File: config.mk
export PLATFORM = sky130hd
export DESIGN_NAME = x5_unit_arbiter_flat
export DESIGN_NICKNAME = d
export VERILOG_FILES = /design/src/rtl/x5_unit_arbiter_if.sv /design/src/rtl/x5_unit_arbiter.sv /design/src/flat_wrapper.sv
export SDC_FILE = /design/constraint.sdc
export NUM_CORES = 1
export LEC_CHECK = 0
export ABC_AREA = 1
export CORE_UTILIZATION = 37
export CTS_CLUSTER_SIZE = 40
export DETAILED_ROUTE_END_ITERATION = 16
export MAX_ROUTING_LAYER = met4
export PLACE_DENSITY = 0.68
export SYNTH_ARGS = -nofsm -noshare
export SYNTH_HDL_FRONTEND = slang
export SYNTH_SLANG_ARGS = --single-unit
export TNS_END_PERCENT = 30
File: constraint.sdc
create_clock -name clk -period 2.4 [get_ports clk]
set_input_delay 0.24 -clock clk [delete_from_list [all_inputs] [get_ports clk]]
set_output_delay 0.24 -clock clk [all_outputs]
set_load 0.005 [all_outputs]
File: src/rtl/x5_unit_arbiter_if.sv
// Handshake bundle between two requesters, the arbiter and the shared X->S compute unit.
// master = environment (requesters + unit model), slave = the arbiter.
interface x5_unit_arbiter_if #(
  parameter int unsigned XW = 5,
  parameter int unsigned SW = 6
);
  logic          req0_valid;
  logic [XW-1:0] req0_x;
  logic          req0_ready;
  logic          rsp0_valid;
  logic [SW-1:0] rsp0_s;
  logic          rsp0_ready;

  logic          req1_valid;
  logic [XW-1:0] req1_x;
  logic          req1_ready;
  logic          rsp1_valid;
  logic [SW-1:0] rsp1_s;
  logic          rsp1_ready;

  logic [XW-1:0] unit_x;
  logic [SW-1:0] unit_s;
  logic          busy;

  modport master (
    output req0_valid, req0_x, rsp0_ready,
    output req1_valid, req1_x, rsp1_ready,
    output unit_s,
    input  req0_ready, rsp0_valid, rsp0_s,
    input  req1_ready, rsp1_valid, rsp1_s,
    input  unit_x, busy
  );

  modport slave (
    input  req0_valid, req0_x, rsp0_ready,
    input  req1_valid, req1_x, rsp1_ready,
    input  unit_s,
    output req0_ready, rsp0_valid, rsp0_s,
    output req1_ready, rsp1_valid, rsp1_s,
    output unit_x, busy
  );
endinterface

File: src/rtl/x5_unit_arbiter.sv
// Round-robin sequencer sharing one combinational X->S unit between two requesters,
// one operation in flight: accept, hold unit_x for HOLD_CYCLES, capture S, return it.
module x5_unit_arbiter #(
  parameter int unsigned XW          = 5,
  parameter int unsigned SW          = 6,
  parameter int unsigned HOLD_CYCLES = 1
) (
  input logic               clk,
  input logic               rst_n,
  x5_unit_arbiter_if.slave  bus
);

  typedef enum logic [1:0] {StIdle, StDrive, StResp} state_e;

  localparam logic [3:0] HoldLast = 4'(HOLD_CYCLES - 1);

  state_e        state_q, state_d;
  logic [3:0]    cnt_q, cnt_d;
  logic          owner_q, owner_d;
  logic          last_q, last_d;
  logic [XW-1:0] unit_x_q, unit_x_d;
  logic          rsp0_valid_q, rsp0_valid_d;
  logic          rsp1_valid_q, rsp1_valid_d;
  logic [SW-1:0] rsp0_s_q, rsp0_s_d;
  logic [SW-1:0] rsp1_s_q, rsp1_s_d;
  logic          gnt0, gnt1;
  logic          owner_rsp_ready;

  always_ff @(posedge clk) begin
    if (!rst_n) begin
      state_q      <= StIdle;
      cnt_q        <= '0;
      owner_q      <= 1'b0;
      last_q       <= 1'b1;
      unit_x_q     <= '0;
      rsp0_valid_q <= 1'b0;
      rsp1_valid_q <= 1'b0;
      rsp0_s_q     <= '0;
      rsp1_s_q     <= '0;
    end else begin
      state_q      <= state_d;
      cnt_q        <= cnt_d;
      owner_q      <= owner_d;
      last_q       <= last_d;
      unit_x_q     <= unit_x_d;
      rsp0_valid_q <= rsp0_valid_d;
      rsp1_valid_q <= rsp1_valid_d;
      rsp0_s_q     <= rsp0_s_d;
      rsp1_s_q     <= rsp1_s_d;
    end
  end

  // On a tie the requester that did not win last time is granted.
  assign gnt0 = bus.req0_valid & (~bus.req1_valid | last_q);
  assign gnt1 = bus.req1_valid & (~bus.req0_valid | ~last_q);
  assign owner_rsp_ready = owner_q ? bus.rsp1_ready : bus.rsp0_ready;

  always_comb begin
    state_d        = state_q;
    cnt_d          = cnt_q;
    owner_d        = owner_q;
    last_d         = last_q;
    unit_x_d       = unit_x_q;
    rsp0_valid_d   = rsp0_valid_q;
    rsp1_valid_d   = rsp1_valid_q;
    rsp0_s_d       = rsp0_s_q;
    rsp1_s_d       = rsp1_s_q;
    bus.req0_ready = 1'b0;
    bus.req1_ready = 1'b0;

    case (state_q)
      StIdle: begin
        bus.req0_ready = gnt0;
        bus.req1_ready = gnt1;
        if (gnt0 || gnt1) begin
          unit_x_d = gnt1 ? bus.req1_x : bus.req0_x;
          owner_d  = gnt1;
          last_d   = gnt1;
          cnt_d    = '0;
          state_d  = StDrive;
        end
      end
      StDrive: begin
        cnt_d = cnt_q + 4'd1;
        if (cnt_q == HoldLast) begin
          if (owner_q) begin
            rsp1_s_d     = bus.unit_s;
            rsp1_valid_d = 1'b1;
          end else begin
            rsp0_s_d     = bus.unit_s;
            rsp0_valid_d = 1'b1;
          end
          state_d = StResp;
        end
      end
      StResp: begin
        if (owner_rsp_ready) begin
          rsp0_valid_d = 1'b0;
          rsp1_valid_d = 1'b0;
          state_d      = StIdle;
        end
      end
      default: state_d = StIdle;
    endcase
  end

  assign bus.unit_x     = unit_x_q;
  assign bus.rsp0_valid = rsp0_valid_q;
  assign bus.rsp1_valid = rsp1_valid_q;
  assign bus.rsp0_s     = rsp0_s_q;
  assign bus.rsp1_s     = rsp1_s_q;
  assign bus.busy       = (state_q != StIdle);

endmodule

File: src/flat_wrapper.sv
// flat-port wrapper written by rule: the top's interface ports become plain ports
module x5_unit_arbiter_flat 
#(
  parameter int unsigned XW          = 5,
  parameter int unsigned SW          = 6,
  parameter int unsigned HOLD_CYCLES = 1
)
  (clk, rst_n, bus_req0_valid, bus_req0_x, bus_rsp0_ready, bus_req1_valid, bus_req1_x, bus_rsp1_ready, bus_unit_s, bus_req0_ready, bus_rsp0_valid, bus_rsp0_s, bus_req1_ready, bus_rsp1_valid, bus_rsp1_s, bus_unit_x, bus_busy);
  x5_unit_arbiter_if #(.XW(XW), .SW(SW)) bus_i ();
  input logic clk;
  input logic rst_n;
  input wire logic [$bits(bus_i.req0_valid)-1:0] bus_req0_valid;
  input wire logic [$bits(bus_i.req0_x)-1:0] bus_req0_x;
  input wire logic [$bits(bus_i.rsp0_ready)-1:0] bus_rsp0_ready;
  input wire logic [$bits(bus_i.req1_valid)-1:0] bus_req1_valid;
  input wire logic [$bits(bus_i.req1_x)-1:0] bus_req1_x;
  input wire logic [$bits(bus_i.rsp1_ready)-1:0] bus_rsp1_ready;
  input wire logic [$bits(bus_i.unit_s)-1:0] bus_unit_s;
  output wire logic [$bits(bus_i.req0_ready)-1:0] bus_req0_ready;
  output wire logic [$bits(bus_i.rsp0_valid)-1:0] bus_rsp0_valid;
  output wire logic [$bits(bus_i.rsp0_s)-1:0] bus_rsp0_s;
  output wire logic [$bits(bus_i.req1_ready)-1:0] bus_req1_ready;
  output wire logic [$bits(bus_i.rsp1_valid)-1:0] bus_rsp1_valid;
  output wire logic [$bits(bus_i.rsp1_s)-1:0] bus_rsp1_s;
  output wire logic [$bits(bus_i.unit_x)-1:0] bus_unit_x;
  output wire logic [$bits(bus_i.busy)-1:0] bus_busy;
  assign bus_i.req0_valid = bus_req0_valid;
  assign bus_i.req0_x = bus_req0_x;
  assign bus_i.rsp0_ready = bus_rsp0_ready;
  assign bus_i.req1_valid = bus_req1_valid;
  assign bus_i.req1_x = bus_req1_x;
  assign bus_i.rsp1_ready = bus_rsp1_ready;
  assign bus_i.unit_s = bus_unit_s;
  assign bus_req0_ready = bus_i.req0_ready;
  assign bus_rsp0_valid = bus_i.rsp0_valid;
  assign bus_rsp0_s = bus_i.rsp0_s;
  assign bus_req1_ready = bus_i.req1_ready;
  assign bus_rsp1_valid = bus_i.rsp1_valid;
  assign bus_rsp1_s = bus_i.rsp1_s;
  assign bus_unit_x = bus_i.unit_x;
  assign bus_busy = bus_i.busy;
  x5_unit_arbiter #(.XW(XW), .SW(SW), .HOLD_CYCLES(HOLD_CYCLES)) u_core (.clk(clk), .rst_n(rst_n), .bus(bus_i));
endmodule
Word level (Yosys, flattened, before mapping)
Cells that the tools add are included.
W data, S select, Z words.
Word-level totals
  register bits: 27
  output and inout port bits: 22
Cells by class
  eq/ne operators: 7
  multiplexer cells: 17
  add/sub/neg operators: 1
  reductions and logical operators: 13
  bitwise operators: 8
Operators with widths (count)
  $reduce_and A3 Y1: 3
  $mux W1: 8
  $ne A2 B1 Y1 const B: 4
  $pmux W4 S2: 1
  $reduce_and A4 Y1: 2
  $mux W2: 3
  $pmux W2 S3: 1
  $reduce_bool A2 Y1: 3
  $mux W5: 1
  $add A4 B1 Y4 const B: 1
  $logic_not A4 Y1: 1
  $mux W4: 1
  $not A1 Y1: 4
  $pmux W1 S2: 2
  $reduce_and A2 Y1: 2
  $and A1 B1 Y1: 2
  $eq A2 B1 Y1 const B: 1
  $eq A2 B2 Y1 const B: 1
  $logic_not A2 Y1: 1
  $ne A2 B2 Y1 const B: 1
  $or A1 B1 Y1: 2
  $logic_or A1 B1 Y1: 1

Logic depth before layout (Yosys ltp)
  depth after elaboration: 6
  gate-level depth with buffers: 8
  depth with buffers taken out: 7

Least setup slack after synthesis
Ideal clock, no wire load.
  path kind: reg-to-reg
  start: register u_core.cnt_q[0]
  end: register u_core.rsp1_s_q[3], in the netlist u_core.bus.rsp1_s[3]
  stages on the path, launching flop included: 9
  library setup time: 113 ps
  setup slack: 1201 ps
  arrival time: 1087 ps
  period minus slack after synthesis: 1199 ps
  cells stage by stage: dfxtp_1 > inv_1 > ha_1 > nand3_2 > nor2_4 > buf_6 > nand2_1 > nand2_1 > nor2_1
Between the ends
  cells in the longest elaborated chain, start to end: 2
RTL lines
  start, declared: RTL line x5_unit_arbiter.sv:18  | logic [3:0] cnt_q, cnt_d;
  start signal, assigned: RTL line x5_unit_arbiter.sv:42  | cnt_q <= cnt_d;
  $logic_not A4 Y1: RTL line x5_unit_arbiter.sv:85  | if (cnt_q == HoldLast) begin
  $reduce_and A3 Y1 (no source line)
  end signal, assigned: RTL line x5_unit_arbiter.sv:49  | rsp1_s_q <= rsp1_s_d;
  end, declared: RTL line x5_unit_arbiter.sv:25  | logic [SW-1:0] rsp1_s_q, rsp1_s_d;
No other way between the ends.
A chain may end at the register's enable or synchronous reset.

Worst setup path after layout
  start: input bus_req1_valid
  end: output bus_req0_ready
Between the ends
  cells in the longest elaborated chain, start to end: 4
RTL lines
  start, declared: RTL line flat_wrapper.sv:15  | input wire logic [$bits(bus_i.req1_valid)-1:0] bus_req1_valid;
  $not A1 Y1: RTL line x5_unit_arbiter.sv:54  | assign gnt0 = bus.req0_valid & (~bus.req1_valid | last_q);
  $or A1 B1 Y1: RTL line x5_unit_arbiter.sv:54
  $and A1 B1 Y1: RTL line x5_unit_arbiter.sv:54
  $mux W1: RTL line x5_unit_arbiter.sv:71  | case (state_q)
  end, declared: RTL line flat_wrapper.sv:19  | output wire logic [$bits(bus_i.req0_ready)-1:0] bus_req0_ready;
No other way between the ends.

==> flow_summary.toml <==
[critical_path]
cp.required_ns = 2.16
worst_ep_arrival_time_ns = 1.63
reg2reg_slack_ns = 0.99
crit_fanout = 10
rr_startpoint = "u_core.cnt_q[0]$_SDFFE_PN0P_"
crit_path_start_kind = "input pin"
crit_type = "in -> out"
endpoint_kind = "output port"
reg2reg_depth = 7
r2r_end = "u_core.bus.rsp1_s[2]$_SDFFE_PN0P_"

[sta]
grt_setup_unrepaired = "false"
fin_worst_skew_ns = 0.004907
tightest_slew_ns = 0.3918
relSlewSlack_pct = 73.79
fmax_mhz = 534.3
period_minus_slack_ns = 1.872
drv_slew = 0
hold_violations = 0
finalCritPeriodShare_pct = 77.98
finalSetupTns_ns = 0
finalSetupViolCount = 0

[finish]
syn2layout_area_growth_pct = 39.26
multi_input_area_um2 = 614.3
fin_nets = 255
seq_area_um2 = 540.5
layout-drive-gt1-share_pct = 6.957
diodes = 0
fillCellCount = 334
design_area_um2 = 1753

[die]
rows = 20
die_h_um = 60.33
design.die.area_um2 = 3639
coreArea_um2 = 3128
die_x_um = 60.33
start_util_pct = 40.24
num_io_pins = 44

[min_path]
hold_start = "u_core.bus.rsp0_valid$_SDFFE_PN0P_"
whs_endpoint = "u_core.bus.rsp0_valid$_SDFFE_PN0P_"
hp-class = "reg -> reg"
hold_depth = 2

[place]
hpwl_mm = 2.234
place_area_um2 = 1727
gp_congestion = 0.7879
port_buffers = 43

[clock_tree]
cts_tree = "done"
max-clock-path-buffers = 2
clock_latency_ns = 0.32
path_clk_slew_ns = 0.13
hold_buffers = 0
cts-htree-levels = 1
numCtsBuffers = 3
post_cts_buffers = 0
clock-root-buffer = "clkbuf_4"
cts_resized = 0
cts.sinks = 27

[yosys]
ys_seq_elements = 27
syn-instance-count = 186
synth_area_um2 = 1259
ys_warn_count = 0
avgSynthCellArea_um2 = 6.767
synthDistinctLibCells = 22
synth_nets = 210
seq_area_frac_synth_pct = 42.94

[detailed_routing]
drt_wl_total_mm = 2.865
drt_first_iter_violations = 33
wl_per_cell_um = 10.46
drc = 0
dr_total_vias = 1215
detail_route.vias_per_cell = 4.434
first_pass_iters = 4
ant_nets = 0

[job]
drv_cap = 0

[global_routing]
grt_usage_pct = 18.39
grt_pass1_wl_mm = 4.761
grt_pass1_vias = 1094
grt-ovfl-total = 0
grt_max_degree = 20
antenna_found_initial = 0

[pwr]
p_leak_nw = 0.7661
p_total_mw = 1.026
power_density_nw_per_um2 = 585.0
vdd_drop_max_v = 0.0003207

[outcome]
status = "completed"
-- registers in the layout, indices dropped and copies added (netlist names) --
| signal | count |
|---|---|
| u_core.bus.unit_x | 5 |
| u_core.last_q | 1 |
| u_core.cnt_q | 4 |
| u_core.bus.rsp1_s | 6 |
| u_core.state_q | 2 |
| u_core.bus.rsp1_valid | 1 |
| u_core.owner_q | 1 |
| u_core.bus.rsp0_s | 6 |
| u_core.bus.rsp0_valid | 1 |
-- worst max-delay path by stage --
| stage | start | to | slack (ns) | cells past startpoint |
|---|---|---|---|---|
| global placement | bus_req1_valid | bus_req1_ready | 0.56 | 4 |
| detailed placement | bus_req1_valid | bus_req0_ready | 0.52 | 3 |
| floorplan | u_core.cnt_q[0]$_SDFFE_PN0P_ | u_core.bus.rsp1_s[3]$_SDFFE_PN0P_ | 1.20 | 8 |
| CTS | u_core.state_q[1]$_SDFFE_PN0P_ | bus_req0_ready | 0.52 | 4 |
| global route | u_core.state_q[1]$_SDFFE_PN0P_ | bus_req0_ready | 0.40 | 4 |
| finish | bus_req1_valid | bus_req0_ready | 0.53 | 3 |
-- power by group --
| group | switching, mW | internal [mW] | leakage (nW) |
|---|---|---|---|
| logic | 0.153 | 0.157 | 0.530 |
| registers | 0.0277 | 0.494 | 0.221 |
| clock network | 0.127 | 0.0651 | 0.0150 |
| total | 0.308 | 0.717 | 0.766 |
-- cell usage in the layout (no fill, tap or decap) --
cell type | Yosys | layout
nand4_1 | 1 | 1
nor2_1 | 38 | 38
clkinv_1 | 1 | 1
clkbuf_1 | 0 | 1
or2_2 | 1 | 1
a21oi_1 | 8 | 8
nand2_2 | 3 | 3
buf_4 | 0 | 1
nand2_1 | 47 | 47
a21oi_2 | 1 | 1
clkbuf_4 | 0 | 3
dfxtp_1 | 27 | 27
o211ai_1 | 1 | 1
ha_1 | 2 | 2
nand3_1 | 20 | 20
o21ai_0 | 6 | 6
nor2_2 | 2 | 2
inv_1 | 18 | 18
clkdlybuf4s50_1 | 0 | 43
a211oi_1 | 1 | 1
inv_2 | 2 | 2
nand3_2 | 1 | 1
nor2_4 | 2 | 2
-- routing by layer --
metal  part of all wire, %  up-vias  GRT usage [%]
met4                   1.2        0          5.980
met3                   3.1        5          3.896
met5                     0        -              -
li1                      -      671              -
met2                    47       20          28.26
met1                    49      519          23.85
-- per-stage QoR --
stage          setup slack, ns  hold WS, ns  util (%)  instances
3_5_place_dp            0.5238       0.4647     55.20        270
2_1_floorplan            1.201       0.4530         -        186
5_1_grt                 0.4041       0.5198     56.04        274
3_3_place_gp            0.5577       0.4647     55.20        270
4_1_cts                 0.5205       0.4893     56.04        274
6_report                0.5285       0.4880     56.04        274
-- layout make-up --
type / instances / area share [%]
flip-flops and latches: 27 / 30.84
clock buffers: 4 / 1.499
repair buffers: 44 / 24.98
multi-input cells: 134 / 35.05
inverters: 21 / 4.497
well taps: 44 / 3.141
-- critical path, cell delays in order --
cell	delay, ns
clkdlybuf4s50_1	0.55
a211oi_1	0.29
clkdlybuf4s50_1	0.55
-- kinds of logic (layout without fill, tap and decap cells) --
family,count (synthesis),count (layout),share of synthesized area (%)
simple gates,115,115,39.36
compound gates,17,17,7.456
buf+inv,25,69,8.250
fa+ha+maj,2,2,1.988
flops,27,27,42.94
-- synthesized netlist by cell type, drive strengths merged --
library cell | count | area [um2]
or2 | 1 | 6.260
nand2 | 50 | 195.2
buf | 4 | 25.02
nor2 | 42 | 177.7
clkinv | 1 | 3.750
ha | 2 | 25.02
dfxtp | 27 | 540.5
inv | 20 | 75.07
nand3 | 21 | 110.1
a211oi | 1 | 7.510
o21ai | 6 | 30.03
nand4 | 1 | 6.260
a21oi | 9 | 48.80
o211ai | 1 | 7.510
(Power assumes the default switching activity.)
